$ cat config.mk
export PLATFORM = sky130hd
export DESIGN_NAME = load_store_unit
export DESIGN_NICKNAME = d
export VERILOG_FILES = /design/src/rtl/lsu_pkg.sv /design/src/rtl/load_store_unit_load_extend.sv /design/src/rtl/load_store_unit.sv
export SDC_FILE = /design/constraint.sdc
export NUM_CORES = 1
export LEC_CHECK = 0
export BUFFER_PORTS_ARGS = -buffer_cell sky130_fd_sc_hd__buf_2
export CAP_MARGIN = 20
export CORE_UTILIZATION = 35
export DETAILED_ROUTE_END_ITERATION = 6
export GPL_TIMING_DRIVEN = 0
export SYNTH_ARGS = -nofsm -noshare
export SYNTH_HDL_FRONTEND = slang
export SYNTH_HIERARCHICAL = 1
export SYNTH_SLANG_ARGS = --single-unit
$ cat constraint.sdc
create_clock -name clk -period 3.9 [get_ports clk]
set_input_delay 0.39 -clock clk [delete_from_list [all_inputs] [get_ports clk]]
set_output_delay 0.39 -clock clk [all_outputs]
set_load 0.01 [all_outputs]
$ cat src/rtl/lsu_pkg.sv
// Shared constants for the load/store unit: funct3 width codes, FSM encoding,
// byte-enable patterns and the per-access legality/lane helpers.
package lsu_pkg;

  localparam logic [2:0] F3_B  = 3'b000;
  localparam logic [2:0] F3_H  = 3'b001;
  localparam logic [2:0] F3_W  = 3'b010;
  localparam logic [2:0] F3_BU = 3'b100;
  localparam logic [2:0] F3_HU = 3'b101;

  localparam logic [1:0] ST_IDLE = 2'd0;
  localparam logic [1:0] ST_REQ  = 2'd1;
  localparam logic [1:0] ST_DONE = 2'd2;

  localparam logic [3:0] BE_NONE    = 4'b0000;
  localparam logic [3:0] BE_BYTE0   = 4'b0001;
  localparam logic [3:0] BE_HALF_LO = 4'b0011;
  localparam logic [3:0] BE_HALF_HI = 4'b1100;
  localparam logic [3:0] BE_WORD    = 4'b1111;

  // Stores only take the signed width codes; unsigned codes are load-only.
  function automatic logic access_ok(input logic [2:0] f3, input logic we, input logic [1:0] a);
    logic ok;
    ok = 1'b0;
    case (f3)
      F3_B:    ok = 1'b1;
      F3_H:    ok = ~a[0];
      F3_W:    ok = (a == 2'b00);
      F3_BU:   ok = ~we;
      F3_HU:   ok = ~we & ~a[0];
      default: ok = 1'b0;
    endcase
    return ok;
  endfunction

  function automatic logic [3:0] byte_enable(input logic [2:0] f3, input logic [1:0] a);
    logic [3:0] be;
    case (f3[1:0])
      2'b00:   be = BE_BYTE0 << a;
      2'b01:   be = a[1] ? BE_HALF_HI : BE_HALF_LO;
      default: be = BE_WORD;
    endcase
    return be;
  endfunction

  function automatic logic [31:0] lane_data(input logic [2:0] f3, input logic [31:0] d);
    logic [31:0] r;
    case (f3[1:0])
      2'b00:   r = {4{d[7:0]}};
      2'b01:   r = {2{d[15:0]}};
      default: r = d;
    endcase
    return r;
  endfunction

endpackage

$ cat src/rtl/load_store_unit_load_extend.sv
// Picks the addressed byte/half out of a read word and sign- or zero-extends it.
module load_extend
  import lsu_pkg::*;
(
  input  logic [31:0] word_i,
  input  logic [1:0]  addr_lo_i,
  input  logic [2:0]  funct3_i,
  output logic [31:0] data_o
);

  logic [7:0]  byte_sel;
  logic [15:0] half_sel;

  assign byte_sel = word_i[{addr_lo_i, 3'b000} +: 8];
  assign half_sel = addr_lo_i[1] ? word_i[31:16] : word_i[15:0];

  always_comb begin
    case (funct3_i)
      F3_B:    data_o = {{24{byte_sel[7]}}, byte_sel};
      F3_BU:   data_o = {24'b0, byte_sel};
      F3_H:    data_o = {{16{half_sel[15]}}, half_sel};
      F3_HU:   data_o = {16'b0, half_sel};
      default: data_o = word_i;
    endcase
  end

endmodule

$ cat src/rtl/load_store_unit.sv
// Load/store unit: turns one datapath memory instruction into a single
// request/ack bus transaction with lane steering, fault detection and timeout.
module load_store_unit
  import lsu_pkg::*;
#(
  parameter int TIMEOUT_CYCLES = 255
) (
  input  logic        clk,
  input  logic        reset,
  input  logic        mem_read,
  input  logic        mem_write,
  input  logic [2:0]  funct3,
  input  logic [31:0] addr,
  input  logic [31:0] wdata,
  output logic [31:0] rdata,
  output logic        stall,
  output logic        fault,
  output logic        bus_err,
  output logic        bus_req,
  output logic        bus_we,
  output logic [31:0] bus_addr,
  output logic [31:0] bus_wdata,
  output logic [3:0]  bus_be,
  input  logic        bus_ack,
  input  logic [31:0] bus_rdata
);

  localparam logic [7:0] CNT_LAST = 8'(TIMEOUT_CYCLES - 1);

  logic [1:0]  state_q, state_d;
  logic [1:0]  addr_lo_q, addr_lo_d;
  logic [2:0]  funct3_q, funct3_d;
  logic        we_q, we_d;
  logic [7:0]  cnt_q, cnt_d;
  logic [31:0] raw_q, raw_d;
  logic        bus_err_q, bus_err_d;
  logic        bus_req_q, bus_req_d;
  logic        bus_we_q, bus_we_d;
  logic [31:0] bus_addr_q, bus_addr_d;
  logic [31:0] bus_wdata_q, bus_wdata_d;
  logic [3:0]  bus_be_q, bus_be_d;

  logic        access, launch;
  logic [31:0] ext_data;

  assign access = mem_read ^ mem_write;
  assign launch = (state_q == ST_IDLE) && access && access_ok(funct3, mem_write, addr[1:0]);
  assign fault  = (state_q == ST_IDLE) && ((mem_read & mem_write) || (access && !launch));
  assign stall  = launch || (state_q == ST_REQ);

  always_comb begin
    state_d     = state_q;
    addr_lo_d   = addr_lo_q;
    funct3_d    = funct3_q;
    we_d        = we_q;
    cnt_d       = cnt_q;
    raw_d       = raw_q;
    bus_err_d   = bus_err_q;
    bus_req_d   = bus_req_q;
    bus_we_d    = bus_we_q;
    bus_addr_d  = bus_addr_q;
    bus_wdata_d = bus_wdata_q;
    bus_be_d    = bus_be_q;
    case (state_q)
      ST_IDLE: begin
        if (launch) begin
          state_d     = ST_REQ;
          addr_lo_d   = addr[1:0];
          funct3_d    = funct3;
          we_d        = mem_write;
          cnt_d       = 8'd0;
          bus_req_d   = 1'b1;
          bus_we_d    = mem_write;
          bus_addr_d  = {addr[31:2], 2'b00};
          bus_be_d    = byte_enable(funct3, addr[1:0]);
          bus_wdata_d = mem_write ? lane_data(funct3, wdata) : 32'd0;
        end
      end
      ST_REQ: begin
        // An ack on the last allowed cycle still counts as a completion.
        if (bus_ack || (cnt_q == CNT_LAST)) begin
          state_d     = ST_DONE;
          cnt_d       = 8'd0;
          raw_d       = bus_ack ? bus_rdata : 32'd0;
          bus_err_d   = ~bus_ack;
          bus_req_d   = 1'b0;
          bus_we_d    = 1'b0;
          bus_addr_d  = 32'd0;
          bus_wdata_d = 32'd0;
          bus_be_d    = BE_NONE;
        end else begin
          cnt_d = cnt_q + 8'd1;
        end
      end
      ST_DONE: begin
        state_d   = ST_IDLE;
        raw_d     = 32'd0;
        bus_err_d = 1'b0;
      end
      default: state_d = ST_IDLE;
    endcase
  end

  always_ff @(posedge clk or negedge reset) begin
    if (!reset) begin
      state_q     <= ST_IDLE;
      addr_lo_q   <= 2'd0;
      funct3_q    <= 3'd0;
      we_q        <= 1'b0;
      cnt_q       <= 8'd0;
      raw_q       <= 32'd0;
      bus_err_q   <= 1'b0;
      bus_req_q   <= 1'b0;
      bus_we_q    <= 1'b0;
      bus_addr_q  <= 32'd0;
      bus_wdata_q <= 32'd0;
      bus_be_q    <= BE_NONE;
    end else begin
      state_q     <= state_d;
      addr_lo_q   <= addr_lo_d;
      funct3_q    <= funct3_d;
      we_q        <= we_d;
      cnt_q       <= cnt_d;
      raw_q       <= raw_d;
      bus_err_q   <= bus_err_d;
      bus_req_q   <= bus_req_d;
      bus_we_q    <= bus_we_d;
      bus_addr_q  <= bus_addr_d;
      bus_wdata_q <= bus_wdata_d;
      bus_be_q    <= bus_be_d;
    end
  end

  load_extend u_load_extend (
    .word_i    (raw_q),
    .addr_lo_i (addr_lo_q),
    .funct3_i  (funct3_q),
    .data_o    (ext_data)
  );

  assign rdata     = ((state_q == ST_DONE) && !we_q && !bus_err_q) ? ext_data : 32'd0;
  assign bus_err   = bus_err_q;
  assign bus_req   = bus_req_q;
  assign bus_we    = bus_we_q;
  assign bus_addr  = bus_addr_q;
  assign bus_wdata = bus_wdata_q;
  assign bus_be    = bus_be_q;

endmodule

---- After elaboration in Yosys (flattened, before gate mapping) ----
Index checks and enable logic that the tools add are counted.
word-level totals
  input port bits ......................... 104
  register bits ........................... 119
  logic and storage cells ................. 90
operators by class
  shift operators ......................... 2
  eq/ne operators ......................... 13
  muxes and demuxes ....................... 32
  reduce and logical (&&, ||, !) cells .... 24
  bitwise gates (word level) .............. 6
  add/sub/neg operators ................... 1
operator list
  cell                   count
  $pmux W32 S2           4
  $mux W32               7
  $pmux W32 S4           1
  $shiftx A32 B6 Y8      1
  $mux W16               1
  $mux W8                2
  $pmux W4 S2            2
  $pmux W8 S2            1
  $eq A3 B3 Y1 const B   4
  $mux W4                3
  $add A8 B1 Y8 const B  1
  $eq A8 B8 Y1 const B   1
  $reduce_and A2 Y1      4
  $eq A3 B1 Y1 const B   2
  $logic_and A1 B1 Y1    6
  $logic_not A2 Y1       3
  $logic_not A3 Y1       2
  $pmux W1 S2            3
  $pmux W1 S5            1
  $eq A2 B1 Y1 const B   2
  $mux W1                4
  $mux W2                2
  $pmux W2 S2            1
  $reduce_bool A2 Y1     2
  11 further kinds       18

---- Longest topological paths before layout ----
  depth after elaboration ................. 8
  gate-level depth with buffers ........... 8

---- By module ----
Netlist, hierarchy kept.
modules (own cells, without submodules)
  module           area an instance (sq um)  seq. area each (sq um)  instances  cells an instance
  load_store_unit  5,053.6                   2,927.8                 1          420
  load_extend      845.8                     0.0                     1          96

---- Worst setup path after synthesis ----
No wires, ideal clock.
  path kind ............................... register to output
  start point ............................. register addr_lo_q[0]
  end point ............................... output rdata[3]
  required time ........................... 3.510 ns
  cell stages (with the launch flop) ...... 5
  data arrival time ....................... 1.430 ns
  path slack .............................. 2.080 ns
  path buffers ............................ 0
  cells stage by stage .................... dfrtp_1 mux2_2 a22o_1 a221o_1 and2_1
between the ends
  word-level cells in the longest chain between the ends .. 3
RTL lines
  item                    line                               source
  start, declared         load_store_unit.sv:31              logic [1:0] addr_lo_q, addr_lo_d;
  start signal, assigned  load_store_unit.sv:120             addr_lo_q <= addr_lo_d;
  $shiftx A32 B6 Y8       load_store_unit_load_extend.sv:14  assign byte_sel = word_i[{addr_lo_i, 3'b000} +: 8];
  $pmux W32 S4            load_store_unit_load_extend.sv:18  case (funct3_i)
  named net ext_data[3]   load_store_unit.sv:44              logic [31:0] ext_data;
  $mux W32                load_store_unit.sv:141             assign rdata = ((state_q == ST_DONE) && !we_q && !bus_err_q) ? ext_data : 32'd0;
  end, declared           load_store_unit.sv:15              output logic [31:0] rdata,
The timed path passes the listed nets, and every way through them passes these cells.

---- Worst setup path in the final report ----
  start point ............................. register state_q[1]
  end point ............................... output rdata[3]
between the ends
  word-level cells in the longest chain between the ends .. 4
RTL lines
  item                              line                    source
  start, declared                   load_store_unit.sv:30   logic [1:0] state_q, state_d;
  start signal, assigned            load_store_unit.sv:119  state_q <= state_d;
  $eq A2 B2 Y1                      load_store_unit.sv:141
  $logic_and A1 B1 Y1 (2 in a row)  load_store_unit.sv:141
  $mux W32                          load_store_unit.sv:141
Every way passes these cells.

==> impl_summary.log <==
INFO  metric run_status = finished, final reports clean
INFO  metric netlist_area = 5900 um^2
INFO  metric clock_tree_from_tritoncts = yes
INFO  metric layout_setup_ws = 1.15 ns
INFO  metric total_power = 5.00 mW
INFO  metric total_leakage_power = 4.04 nW
INFO  metric min_delay_worst_endpoint = bus_addr[21]
INFO  metric period_share = 70.4%
INFO  metric finalHoldViolCount = 0
INFO  metric initial_utilization = 35.7%
INFO  metric timing.critical_path.cells = buf_2, inv_1, nor4_2, clkbuf_1, and2_1, buf_2
INFO  metric r2r_start = cnt_q[0]
INFO  metric cts_h_tree_depth = 4
INFO  metric fmax = 364 MHz
INFO  metric finalClockSkew = around 0.011 ns
INFO  metric slew_violations = 0
INFO  metric rr_endpoint = raw_q[13]
INFO  metric drv_cap = 0
INFO  metric synthCells = roughly 520
INFO  metric slowest_stage = nor4_2
INFO  metric synth-async-reset-ratio = 100%
INFO  metric cts_root_buffer = clkbuf_16
INFO  metric yosysUniqueCellTypes = 55
INFO  metric clk_transition_reported_paths = 0.06 ns
INFO  metric core = around 17000 um^2
INFO  metric cts.hold.buffers_added = 1
INFO  metric final_nets = 850
INFO  metric crit_path_start_kind = flip-flop
INFO  metric syn_to_final_growth = 32.7%
INFO  metric cell_mode_on_critical_path = buf_2
INFO  metric port_buffers = slightly above 200
INFO  metric report.final.setup_viol = 0
INFO  metric fin_setup_tns = 0 ns
INFO  metric rsz0062_at_grt = no
INFO  metric die_w = 132 um
INFO  metric vias_in_the_first_global_route = 5273
INFO  metric cpPeakStageDelay = 0.64 ns
INFO  metric clk_path_buf_depth = 2
INFO  metric warning_count_from_the_yosys_run = 6
INFO  metric clk-insertion-delay-late = between 0.4 and 0.5 ns
INFO  metric worst_ep_arrival_time = 2.36 ns
INFO  metric io_pins = 209
INFO  metric postSynthAreaPerCell = 11.4 um^2
INFO  metric hold_depth = 2
INFO  metric antenna_found_initial = 0
INFO  metric drt_first_pass_iters = 4
INFO  metric fp-row-count = 47
INFO  metric place_hpwl = ~13000 um
INFO  metric layout-drive-gt1-share = about two fifths
INFO  metric cts_sinks = 117
INFO  metric place.detailed.instances = 943
INFO  metric setup.reg_to_reg.worst_slack = 1.94 ns
INFO  metric synth_edf_count = 0
INFO  metric ant_nets = 0
INFO  metric cts_inserted_buffers = 17
INFO  metric reg2regPathDepth = 7
INFO  metric synth.ff_latch_count = 117
INFO  metric gp_congestion = 0.906
INFO  metric worst_min_delay_path_startpoint = addr[21]
INFO  metric die_h = 132 um
INFO  metric required = 3.51 ns
INFO  metric synth-main-ff-cell = dfrtp_1
INFO  metric pre_cts_ws = 1.53 ns
INFO  metric groute.usage.overall = 21.6%
INFO  metric power_density = about 640 nW/um^2
INFO  metric n_antenna_cell = 0
INFO  metric ys_seq_area_share = about half
INFO  metric start_to_end_type_of_the_worst_setup_path = reg -> out
INFO  metric layout.cells.non_filler = 976
INFO  metric postCtsResizedCells = 0
INFO  metric vias_per_cell = 5.24
INFO  metric crit_fanout = 10
INFO  metric global_route_wire_length_before_repair = 29200 um
INFO  metric num_vias = 5116
INFO  metric drc_errors = 0
INFO  metric routed_wire_length_per_instance = 18.4 um
INFO  metric max_slew.worst_pin.slew = 0.758 ns
INFO  metric min-delay-path-class = in -> reg
INFO  metric ir_drop = 0.327 mV
INFO  metric post_dp_cell_area = 7240 um^2
INFO  metric grt_max_degree = 77
INFO  metric drt-initial-drc-count = 230
INFO  metric cts_post_setup_buffers_inserted = 0
INFO  metric final_area = slightly below 8000 um^2
INFO  metric endpoint_kind = output pin
INFO  metric final.min_clock_period = 2.75 ns
INFO  metric floorplan.die_area = roughly 17000 um^2
INFO  metric slew_headroom = around half
INFO  metric grt_overflow = 0
INFO  metric detail_route.wirelength = 18000 um
## final cells by class
| cell class | instances | area [um^2] |
|---|---|---|
| plain buffers | 44 | 265 |
| clock buffers | 18 | 429 |
| clock inverters | 14 | 151 |
| fillers | 1548 | 8700 |
| inverters | 8 | 30.0 |
| multi-input cells | 348 | 2680 |
| flip-flops and latches | 117 | 2930 |
| well taps | 220 | 275 |
| repair buffers | 207 | 1070 |
## cell families (layout without fill, tap and decap cells)
logic type               Yosys count  count (layout)  share of synthesized area (%)
other                              1               2                         0.0636
buffers and inverters             52             291                           5.01
flip-flops                       117             117                           49.6
XOR/XNOR                           1               1                          0.148
AO/OA/AOI/OAI                    185             185                           27.3
AND/OR/NAND/NOR                  122             122                           11.1
adder cells (fa/ha/maj)            3               3                          0.636
multiplexers                      35              35                           6.11
## synth_stat cells, drive strengths merged, types with 10 or more instances
master | n | share of area (%)
a21oi | 15 | 1.3
and2 | 33 | 3.5
nor2 | 15 | 1.0
clkbuf | 12 | 0.76
o2bb2ai | 19 | 2.8
nor2b | 10 | 1.1
buf | 32 | 3.7
a2bb2oi | 20 | 4.5
dfrtp | 117 | 50
mux2i | 30 | 5.1
nand2 | 37 | 2.4
a22o | 81 | 12
o21ai | 19 | 1.7
## critical path: cells and delay by family, from the launching register on
kind | cells | cell delay (ns)
simple gates | 2 | 0.85
buf+inv | 4 | 0.78
flops | 1 | 0.31
## worst max path at each step
stage / startpoint / endpoint / slack, ns / cells past startpoint
floorplan: addr_lo_q[0] / rdata[3] / 2.08 / 4
global placement: reset / bus_addr[22] / 1.04 / 1
detailed placement: state_q[1] / rdata[7] / 1.53 / 6
CTS: state_q[1] / rdata[7] / 1.08 / 6
global route: state_q[1] / rdata[9] / 0.91 / 6
finish: state_q[1] / rdata[3] / 1.15 / 6
## layout by cell type, fill, tap and decap left out, types with 5 or more instances in the layout
master,Yosys,routed
dfrtp_1,117,117
buf_4,10,10
a2bb2oi_1,6,6
clkinvlp_4,0,5
buf_2,14,218
nor2b_1,10,10
clkbuf_16,0,17
clkbuf_1,12,13
a22o_1,81,81
and2_1,33,33
nand2_1,37,37
a2bb2oi_2,14,14
nor2_1,14,14
o21ai_0,17,17
mux2i_1,30,30
buf_6,6,7
o2bb2ai_1,19,19
a221o_1,6,6
inv_1,7,7
nand3_1,7,7
a21oi_1,14,14
o221ai_1,5,5
## metrics by stage
step / hold WS [ns] / utilization (%)
floorplan: 0.0944 / -
finish: 0.192 / 47.4
CTS: 0.174 / 47.4
detailed placement: 0.328 / 43.8
global placement: 0.461 / 43.6
global route: 0.185 / 47.4
## flip-flops by register name, summed over array words and instances, names as in the netlist
register and cells:
addr_lo_q 2, bus_addr 30, bus_be 4, bus_err 1
bus_req 1, bus_wdata 32, bus_we 1, cnt_q 8
funct3_q 3, raw_q 32, state_q 2, we_q 1
## routing by layer
layer	global-route usage [%]	wire length (um)	up-vias
met5	0	0	-
met3	6.23	1470	19
met2	35.4	8540	217
met4	8.07	314	0
li1	-	-	2381
met1	26.9	7630	2499
## power by group
part | total, mW | switching (mW) | internal (mW)
registers | 1.84 | 0.303 | 1.54
logic | 1.62 | 0.803 | 0.820
clock network | 1.54 | 0.594 | 0.943
total | 5.00 | 1.70 | 3.30
(Power assumes the default switching activity.)
